--- src/rtl/sw_debounce_pkg.sv ---
// -----------------------------------------------------------------------------
// sw_debounce_pkg
//   Shared constants for the switch debounce / hex presentation block.
//   NUM_SW      : number of raw slide switches (one hex nibble)
//   DIGIT_W     : width of one display digit
//   NUM_DIGITS  : digits held in the display history word
//   cnt_width() : width of the per-switch run counter for a given
//                 DEBOUNCE_CYCLES, wide enough to hold DEBOUNCE_CYCLES.
// -----------------------------------------------------------------------------
package sw_debounce_pkg;

  localparam int NUM_SW     = 4;
  localparam int DIGIT_W    = 4;
  localparam int NUM_DIGITS = 4;

  function automatic int cnt_width(input int cycles);
    // Degenerate small values still get a 1-bit counter.
    if (cycles <= 1) return 1;
    return $clog2(cycles + 1);
  endfunction

endpackage : sw_debounce_pkg

--- src/rtl/sw_debounce_cell.sv ---
// -----------------------------------------------------------------------------
// sw_debounce_cell
//   Conditions one raw switch: two-flop synchroniser (s1, s2), a run counter
//   that measures how long s2 has disagreed with the accepted level, and the
//   accepted (stable) level itself.
//
//   Parameters
//     DEBOUNCE_CYCLES : synchronised cycles a new level must persist (>= 1)
//   Ports
//     clk        in   system clock, rising edge
//     rst_n      in   asynchronous active-low reset
//     sw_raw     in   raw asynchronous switch level
//     stab       out  accepted level (registered)
//     stab_next  out  level stab takes on the next edge
//     accept     out  high in the cycle whose edge flips stab
// -----------------------------------------------------------------------------
module sw_debounce_cell
  import sw_debounce_pkg::*;
#(
  parameter int DEBOUNCE_CYCLES = 4
) (
  input  logic clk,
  input  logic rst_n,
  input  logic sw_raw,
  output logic stab,
  output logic stab_next,
  output logic accept
);

  localparam int            CNT_W    = cnt_width(DEBOUNCE_CYCLES);
  localparam logic [CNT_W-1:0] CNT_LAST = CNT_W'(DEBOUNCE_CYCLES - 1);
  localparam logic [CNT_W-1:0] CNT_ONE  = CNT_W'(1);

  logic             s1_q,   s1_d;
  logic             s2_q,   s2_d;
  logic             stab_q, stab_d;
  logic [CNT_W-1:0] cnt_q,  cnt_d;

  always_comb begin
    // NOTE: every signal gets a default first so no path through this block
    // leaves a value unassigned, which would otherwise infer a latch.
    s1_d   = sw_raw;
    s2_d   = s1_q;
    stab_d = stab_q;
    cnt_d  = cnt_q;
    accept = 1'b0;

    if (s2_q == stab_q) begin
      // Any return to the accepted level restarts the run.
      cnt_d = '0;
    end else if (cnt_q == CNT_LAST) begin
      // Counter saturates here by construction: it never passes CNT_LAST.
      stab_d = s2_q;
      cnt_d  = '0;
      accept = 1'b1;
    end else begin
      cnt_d = cnt_q + CNT_ONE;
    end
  end

  always_ff @(posedge clk or negedge rst_n) begin
    if (!rst_n) begin
      s1_q   <= 1'b0;
      s2_q   <= 1'b0;
      stab_q <= 1'b0;
      cnt_q  <= '0;
    end else begin
      // NOTE: non-blocking assignments so every flop samples the pre-edge
      // value of its neighbours; blocking here would collapse the
      // synchroniser into a single stage.
      s1_q   <= s1_d;
      s2_q   <= s2_d;
      stab_q <= stab_d;
      cnt_q  <= cnt_d;
    end
  end

  assign stab      = stab_q;
  assign stab_next = stab_d;

endmodule : sw_debounce_cell

--- src/rtl/sw_debounce_hex.sv ---
// -----------------------------------------------------------------------------
// sw_debounce_hex
//   Synchronises and debounces four slide switches and presents a clean hex
//   nibble, a one-cycle change strobe and a four-digit display word for the
//   seven-segment multiplexer.
//
//   Build option: define SW_DEBOUNCE_HISTORY_EN to keep a shift register of
//   the last four accepted values in digits; otherwise digits carries only the
//   current value in its rightmost nibble.
//
//   Parameters
//     DEBOUNCE_CYCLES : synchronised cycles a switch must hold (>= 1)
//   Ports
//     clk         in   system clock, rising edge
//     rst_n       in   asynchronous active-low reset
//     sw0..sw3    in   raw switch levels, sw3 is the MSB
//     sw_val      out  debounced {sw3,sw2,sw1,sw0}
//     sw_changed  out  one-cycle pulse aligned with each new sw_val
//     digits      out  display word, digits[3:0] is the rightmost digit
// -----------------------------------------------------------------------------
module sw_debounce_hex
  import sw_debounce_pkg::*;
#(
  parameter int DEBOUNCE_CYCLES = 4
) (
  input  logic                          clk,
  input  logic                          rst_n,
  input  logic                          sw0,
  input  logic                          sw1,
  input  logic                          sw2,
  input  logic                          sw3,
  output logic [NUM_SW-1:0]             sw_val,
  output logic                          sw_changed,
  output logic [NUM_DIGITS*DIGIT_W-1:0] digits
);

  localparam int HIST_W = NUM_DIGITS * DIGIT_W;

  logic [NUM_SW-1:0] sw_raw;
  logic [NUM_SW-1:0] stab;
  logic [NUM_SW-1:0] stab_next;
  logic [NUM_SW-1:0] accept;

  assign sw_raw = {sw3, sw2, sw1, sw0};

  for (genvar i = 0; i < NUM_SW; i++) begin : g_cell
    sw_debounce_cell #(
      .DEBOUNCE_CYCLES(DEBOUNCE_CYCLES)
    ) u_cell (
      .clk      (clk),
      .rst_n    (rst_n),
      .sw_raw   (sw_raw[i]),
      .stab     (stab[i]),
      .stab_next(stab_next[i]),
      .accept   (accept[i])
    );
  end

  // The strobe is registered from the accept terms so it rises on the same
  // edge as the new stab bits; simultaneous flips merge into one pulse.
  logic sw_changed_q, sw_changed_d;

  always_comb begin
    sw_changed_d = |accept;
  end

  always_ff @(posedge clk or negedge rst_n) begin
    if (!rst_n) sw_changed_q <= 1'b0;
    else        sw_changed_q <= sw_changed_d;
  end

  assign sw_val     = stab;
  assign sw_changed = sw_changed_q;

`ifdef SW_DEBOUNCE_HISTORY_EN
  // Shift on the same edge stab updates, using the incoming value, so digits
  // already shows the new nibble while sw_changed is high.
  logic [HIST_W-1:0] digits_q, digits_d;

  always_comb begin
    digits_d = digits_q;
    if (|accept) digits_d = {digits_q[HIST_W-DIGIT_W-1:0], stab_next};
  end

  always_ff @(posedge clk or negedge rst_n) begin
    if (!rst_n) digits_q <= '0;
    else        digits_q <= digits_d;
  end

  assign digits = digits_q;
`else
  assign digits = {{(HIST_W - NUM_SW){1'b0}}, stab};
`endif

endmodule : sw_debounce_hex
--- config.mk ---
export PLATFORM = sky130hd
export DESIGN_NAME = sw_debounce_hex
export DESIGN_NICKNAME = d
export VERILOG_FILES = /design/src/rtl/sw_debounce_pkg.sv /design/src/rtl/sw_debounce_cell.sv /design/src/rtl/sw_debounce_hex.sv
export SDC_FILE = /design/constraint.sdc
export NUM_CORES = 1
export LEC_CHECK = 0
export ABC_AREA = 0
export CAP_MARGIN = 10
export CORE_MARGIN = 2
export CORE_UTILIZATION = 50
export CTS_BUF_LIST = sky130_fd_sc_hd__clkbuf_4
export CTS_CLUSTER_DIAMETER = 120
export DETAILED_ROUTE_END_ITERATION = 16
export GPL_TIMING_DRIVEN = 0
export PLACE_DENSITY = 0.81
export SYNTH_ARGS = -nofsm -noshare
export SYNTH_HDL_FRONTEND = slang
export SYNTH_SLANG_ARGS = --single-unit
--- constraint.sdc ---
create_clock -name clk -period 1.5 [get_ports clk]
set_clock_uncertainty 0.1 [all_clocks]
set_input_delay 0.375 -clock clk [delete_from_list [all_inputs] [get_ports clk]]
set_output_delay 0.375 -clock clk [all_outputs]
set_load 0.02 [all_outputs]
# Word-level counts from Yosys, hierarchy flattened

Cells that the tools add are included.

Add/subtract/negate cells: 4
Multipliers: 0
Divide/modulo/power cells: 0
Order comparisons: 0
Eq/ne operators: 8
Shift operators: 0
Mux-type cells: 16
Bitwise operators: 4
Reductions and logical operators: 5

Operator list:

| cell                  | number |
|---|---|
| $mux W3               | 8 |
| $add A3 B1 Y3 const B | 4 |
| $eq A3 B2 Y1 const B  | 4 |
| $mux W1               | 8 |
| $reduce_and A2 Y1     | 4 |
| $eq A1 B1 Y1          | 4 |
| $not A1 Y1            | 4 |
| $reduce_or A4 Y1      | 1 |

Register bits: 25
Bits in latches: 0
Memory bits (writable): 0
Memory bits (read-only): 0
Bits of input ports: 6
Output and inout port bits: 21
Logic and storage cells: 54
Memories kept: 0

# Logic depth before layout (Yosys ltp)

Gate-level depths: netlist of the first run.

Depth in word-level cells: 4
Depth in mapped cells: 4
Mapped depth without buffers: 4

# Hierarchy

A second synthesis of the first run with hierarchy kept.

Cells, all modules: 75
Area total of the unflattened synthesis: 1047.3 um^2

By module, submodules not included:

| module           | times used | cells an instance | area an instance (um^2) | sequential area each (um^2) |
|---|---|---|---|---|
| sw_debounce_cell | 4          | 14                | 222.7                   | 150.1 |
| sw_debounce_hex  | 1          | 19                | 156.4                   | 25.0 |

# Least setup slack after synthesis of the first run

Ideal clock, no wire load.

Kind: flip-flop to flip-flop
From: reg g_cell[0].u_cell.cnt_q[0]
To: reg g_cell[0].u_cell.stab_q
Setup time: 125 ps
Arrival: 967 ps
Data required time: 1275 ps
Setup slack: 309 ps
Stages on the path, launching flop included: 4
Path buffers: 0
Clock period less this slack: 1191 ps
Path through: dfrtp_1 ha_1 nor2b_4 mux2_2

Word-level cells in the longest chain between the ends: 2

Ends and longest elaborated chain:

| what                        | line                   | text |
|---|---|---|
| start: declaration          | sw_debounce_cell.sv:37 | `logic [CNT_W-1:0] cnt_q, cnt_d;` |
| start signal: assignment    | sw_debounce_cell.sv:74 | `cnt_q <= cnt_d;` |
| $eq A3 B2 Y1                | sw_debounce_cell.sv:51 | `end else if (cnt_q == CNT_LAST) begin` |
| $reduce_and A2 Y1 (no line) | -                      |  |
| end signal: assignment      | sw_debounce_cell.sv:73 | `stab_q <= stab_d;` |
| end: declaration            | sw_debounce_cell.sv:36 | `logic stab_q, stab_d;` |

No other way between the ends.
A chain may end at the register's enable or synchronous reset.

# Worst setup path in the final report of the first run

From: reg g_cell[3].u_cell.stab_q
To: out sw_val[3]

RTL lines:

| what                     | line                   | text |
|---|---|---|
| start: declaration       | sw_debounce_cell.sv:36 |  |
| start signal: assignment | sw_debounce_cell.sv:73 |  |
| end: declaration         | sw_debounce_hex.sv:32  | `output logic [NUM_SW-1:0] sw_val,` |

No word-level cell between the ends.

==> impl_metrics.toml, run 1 <==
[run_status]
outcome = "completed"

[synth]
avgSynthCellArea_um2 = 13.5
ys_ff_latch = 25
synth.distinct_cells = 15
yosys.area.top_type = "dfrtp_1"
yosysTopAreaCellShare = 0.579
seq_area_frac_synth = 0.579
netlist_instances = 80
synth_area_leaders = "dfrtp_1 58%, buf_4 14%, nor2b_4 5.1%"
synth_area_um2 = 1080
ys.warnings.count = 0

[global_route]
grt_pass1_vias = 624
overflow = 0
grt_antenna_before_repair = 0
track_usage = 0.132
grt_first_pass_wirelength_mm = 2.53
grt_max_degree = 26

[timing]
final.setup.tns_ns = 0
worst_pin_slew_ns = 1.05
finalWorstSetupSlack_ns = 0.0422
setup_violations = 0
slew_violations = 0
relSlewSlack = 0.301
rsz0062_at_grt = "true"
fmax_mhz = 686
hold_violations = 0
layout_worst_path_cycle_share = 0.972
finalCriticalPeriod_ns = 1.46

[routing]
post-route-drc-count = 0
drt_iter0_drc = 1
drtAntennaViolNets = 0
vias = 613
vias_per_cell = 4.35
routedWlPerCell_um = 9.94
drt-total-wl_mm = 1.40
dr.pass1.iters = 3

[pwr]
p_total_uw = 2440
pwr-share-comb = 0.506
p_switching_uw = 770
intPower_uw = 1670
p_per_area_nw_per_um2 = 1740
p_leak_uw = 0.000711
clockPowerShare = 0.113
p_seq_frac = 0.381
swShare = 0.316
ir_worst_vdd_mv = 1.27

[die]
die-height_um = 50.5
rows = 16
coreArea_um2 = 2000
io_pins = 27
start_util = 0.540
dieWidth_um = 50.5
dieArea_um2 = 2550

[cts]
h-tree-depth = 1
cts_root_buf = "clkbuf_4"
cts_tree = "built"
clock_latency_ns = 0.30
clock-sinks = 25
cts.clk_slew.worst_paths_ns = 0.13
holdBufCountCts = 0
clock_path_buffers = 2
cts_buffers = 3

[finish]
fillers = 147
diodes = 0
fin_nets = 125
fin_cells = 141
most-common-layout-cells = "25 x dfrtp_1, 20 x buf_4, 13 x buf_6"
mostFrequentLayoutCell = "dfrtp_1"
drive_gt1_frac = 0.404
syn_to_final_growth_pct = 29.5
finish.utilization = 0.699

[critical_path]
worstPathCellList = "buf_6 > buf_6"
path_class = "reg2out"
worst-endpoint-arrival_ns = 0.98
end_kind = "primary output"
slowest_stage = "dfrtp_1"
required_ns = 1.02
cp_max_fo = 2
cp-start-kind = "register"
crit_path_max_incr_delay_ns = 0.43
cp_common_cell = "buf_6"

[placed_design]
dpl.cell_count = 132
portBuffers = 14
dp_slack_ns = -0.265
dp_hpwl_mm = 1.05
routabilityCongestion = 0.672

[flow_run]
drv_cap = 0

[hold_path]
hold_path.class = "in2async"
==> state kept, by name, summed over array words and instances (netlist names) <==
name                 cells
g_cell.u_cell.s2_q       4
g_cell.u_cell.s1_q       4
g_cell.u_cell.stab       4
g_cell.u_cell.cnt_q     12
sw_changed               1
==> timing repair <==
| action | CTS | global route |
|---|---|---|
| resized for setup | 43 | 14 |
| endpoints found under the setup margin | 9 | 36 |
| cloned | 0 | 0 |
| setup buffers | 8 | 1 |
==> synthesized netlist by cell type (all sizes together) <==
library cell	count
conb	1
mux2	4
nor3	4
nand2b	3
buf	20
nand2	1
xor2	1
nor3b	5
and2	1
nor2b	4
xnor2	4
nand4	1
ha	4
and2b	2
dfrtp	25
==> kinds of logic (layout without fill, tap and decap cells) <==
logic type | count (synthesis) | count (layout) | share of synthesized area
fa+ha+maj | 4 | 4 | 0.0463
flops | 25 | 25 | 0.579
simple gates | 21 | 21 | 0.150
xor+xnor | 5 | 5 | 0.0405
mux | 4 | 4 | 0.0417
buf+inv | 20 | 43 | 0.139
other cells | 1 | 12 | 0.00347
==> per-layer routing <==
metal | wire length [um] | track usage
met5 | 0 | 0
met4 | 6 | 0.0541
met3 | 106 | 0.0238
met2 | 754 | 0.235
met1 | 535 | 0.156
==> path summary, 6_finish.rpt <==
check                                       from                         to  slack [ns]  cells after the start
min in group clk           g_cell[1].u_cell.s1_q      g_cell[1].u_cell.s2_q        0.26                      0
max in group asynchronous                  rst_n      g_cell[1].u_cell.s2_q        0.53                      1
max reg2reg                g_cell[3].u_cell.stab                 sw_changed        0.11                      5
min                                        rst_n  g_cell[0].u_cell.cnt_q[1]        0.14                      1
min reg2reg                g_cell[1].u_cell.s1_q      g_cell[1].u_cell.s2_q        0.26                      0
max                        g_cell[3].u_cell.stab                  sw_val[3]        0.04                      2
==> per-stage QoR <==
| step | instance area (um^2) | hold slack (ns) |
|---|---|---|
| floorplan | 1120 | -0.0206 |
| global placement | 1300 | 0.233 |
| detailed placement | 1300 | 0.236 |
| CTS | 1380 | 0.268 |
| global route | 1400 | 0.209 |
| finish | 1400 | 0.138 |
==> worst max-delay path, delay by kind of cell (launching register included) <==
family	cells	cell delay, ns
DFF	1	0.43
buffers and inverters	2	0.25
==> power groups by stage <==
stage,sequential [uW],clock (uW),combinational (uW)
after floorplan,959,0,675
after global placement,956,0,979
after detailed placement,968,0,1010
after CTS,923,291,1190
after global routing,950,321,1340
final,928,276,1230
==> area by class of cell <==
type                       count  area, um^2  area share
buffer                        17         135      0.0965
clock buffer                   3        22.5      0.0161
clock inverter                 1        5.00     0.00357
multi-input combinational     46         354       0.253
sequential                    25         626       0.447
tap                           27        33.8      0.0241
timing repair buffer          22         224       0.160
No activity file was read; power rests on OpenSTA's default activity.
==> inputs of run 2 (changes only) <==
CORE_ASPECT_RATIO = 0.9   (was unset)
==> run 2 against run 1 <==
Effect of this change:
- sequential share of layout area up 0.21 points
- routed wire length is 2.9% higher
- clock power up 7.6%
- global-route usage increased by 1.3 points
- design area fell by 0.27%
- total power is 0.96% higher
- combinational power hardly changed
- final cell count is 2.1% lower
- largest cell class unchanged
==> impl_metrics.toml, run 2 (synthesis gave the netlist of run 1 again) <==
[critical_path]
r2r-end = "sw_changed"
crit_path_max_incr_delay_ns = 0.46
cp_common_cell = "buf_6"
cp_max_fo = 4
slowest_stage = "dfrtp_2"
end_kind = "primary output"
r2r_slack_ns = 0.16
path_class = "reg2out"
cp-start-kind = "register"
worst-endpoint-arrival_ns = 1.02
r2r_start = "g_cell[2].u_cell.stab"
r2r_cells = 5
worstPathCellList = "buf_6 > buf_6"
required_ns = 1.02

[routing]
drtAntennaViolNets = 0
highest_layer = "met3"
vias = 580
routedWlPerCell_um = 10.4
met2_length_um = 753
post-route-drc-count = 0
drt-total-wl_mm = 1.44
met3_wirelength_um = 73
drt_iter0_drc = 4
vias_per_cell = 4.20
met1Wirelength_um = 615
dr.pass1.iters = 4

[placed_design]
dp_slack_ns = -0.300
routabilityCongestion = 0.625
dpl.cell_count = 130
dp_hpwl_mm = 1.03
portBuffers = 14

[pwr]
ir_worst_vdd_mv = 1.06
p_per_area_nw_per_um2 = 1760
p_leak_uw = 0.000703

[timing]
fmax_mhz = 670
hold_violations = 0
worst_pin_slew_ns = 1.03
rsz0062_at_grt = "true"
relSlewSlack = 0.313
finalWorstSetupSlack_ns = 0.00848
finalCriticalPeriod_ns = 1.49
slew_violations = 0
setup_violations = 0
final.setup.tns_ns = 0
layout_worst_path_cycle_share = 0.994

[run_status]
outcome = "completed"

[global_route]
grt_max_degree = 26
grt_antenna_before_repair = 0
overflow = 0
grt_pass1_vias = 628
grt_first_pass_wirelength_mm = 2.55
track_usage = 0.145

[finish]
largest_register_ffs = 12
most-common-layout-cells = "24 x dfrtp_1, 17 x buf_4, 15 x buf_6"
mostFrequentLayoutCell = "dfrtp_1"
fin_nets = 124
drive_gt1_frac = 0.416
top_register = "g_cell.u_cell.cnt_q"
finish.utilization = 0.709
diodes = 0
syn_to_final_growth_pct = 29.2
fin_cells = 138

[die]
coreArea_um2 = 1970
die-height_um = 48.1
start_util = 0.549
rows = 15
dieArea_um2 = 2550
dieWidth_um = 53.0
io_pins = 27

[cts]
cts.clk_slew.worst_paths_ns = 0.13
clock_latency_ns = 0.31
clock_path_buffers = 2
holdBufCountCts = 0
clock-sinks = 25
cts_root_buf = "clkbuf_4"
h-tree-depth = 1
cts_tree = "built"
cts_buffers = 3

[hold_path]
hold_path.class = "in2async"

[flow_run]
drv_cap = 0
## run 2: what timing repair did
item	4_1_cts	5_1_grt
setup endpoints to repair	9	34
gates resized for setup	46	15
cloned	0	0
buffers inserted	3	1
## run 2: how the worst max path moves through the flow
stage | from | endpoint | slack, ns | cells past startpoint
floorplan | g_cell[0].u_cell.cnt_q[0] | g_cell[0].u_cell.stab | 0.31 | 3
CTS | g_cell[3].u_cell.stab | digits[3] | -0.02 | 2
detailed placement | rst_n | g_cell[1].u_cell.cnt_q[1] | -0.30 | 1
global route | g_cell[3].u_cell.stab | sw_val[3] | -0.04 | 2
global placement | rst_n | g_cell[1].u_cell.cnt_q[2] | -0.26 | 1
finish | g_cell[3].u_cell.stab | digits[3] | 0.008 | 2
## run 2: stage by stage
step	hold slack [ns]	area [um^2]	power [uW]
CTS	0.272	1350	2340
floorplan	-0.0206	1120	1630
global placement	0.233	1290	1930
global route	0.213	1400	2650
detailed placement	0.240	1290	1980
finish	0.112	1400	2460
## run 2: worst max-delay path, delay by kind of cell, from the launching register on
kind	cells	cell delay [ns]
flops	1	0.46
buf+inv	2	0.25
## run 2: cell type report
cell class / count / area [um^2]
plain buffers: 20 / 176
clock inverters: 1 / 7.51
repair buffers: 18 / 178
fillers: 143 / 574
multi-input cells: 46 / 354
clock buffers: 3 / 22.5
well taps: 25 / 31.3
flip-flops and latches: 25 / 627
## run 2: power breakdown
part | internal [uW] | leakage, uW | switching, uW
clock network | 102 | 0.0000139 | 195
registers | 840 | 0.000312 | 118
logic | 721 | 0.000377 | 483
total | 1660 | 0.000703 | 796
## run 2: routing by layer
| layer | global-route usage | up-vias |
|---|---|---|
| met3 | 0.0276 | 0 |
| li1 | - | 293 |
| met1 | 0.162 | 271 |
| met5 | 0 | - |
| met4 | 0.0923 | 0 |
| met2 | 0.263 | 16 |
==> inputs of run 3 (changes only) <==
CAP_MARGIN = unset   (was 10)
==> results of run 3 <==
Same layout as run 2: the final DEF is identical, and so are final timing and power.
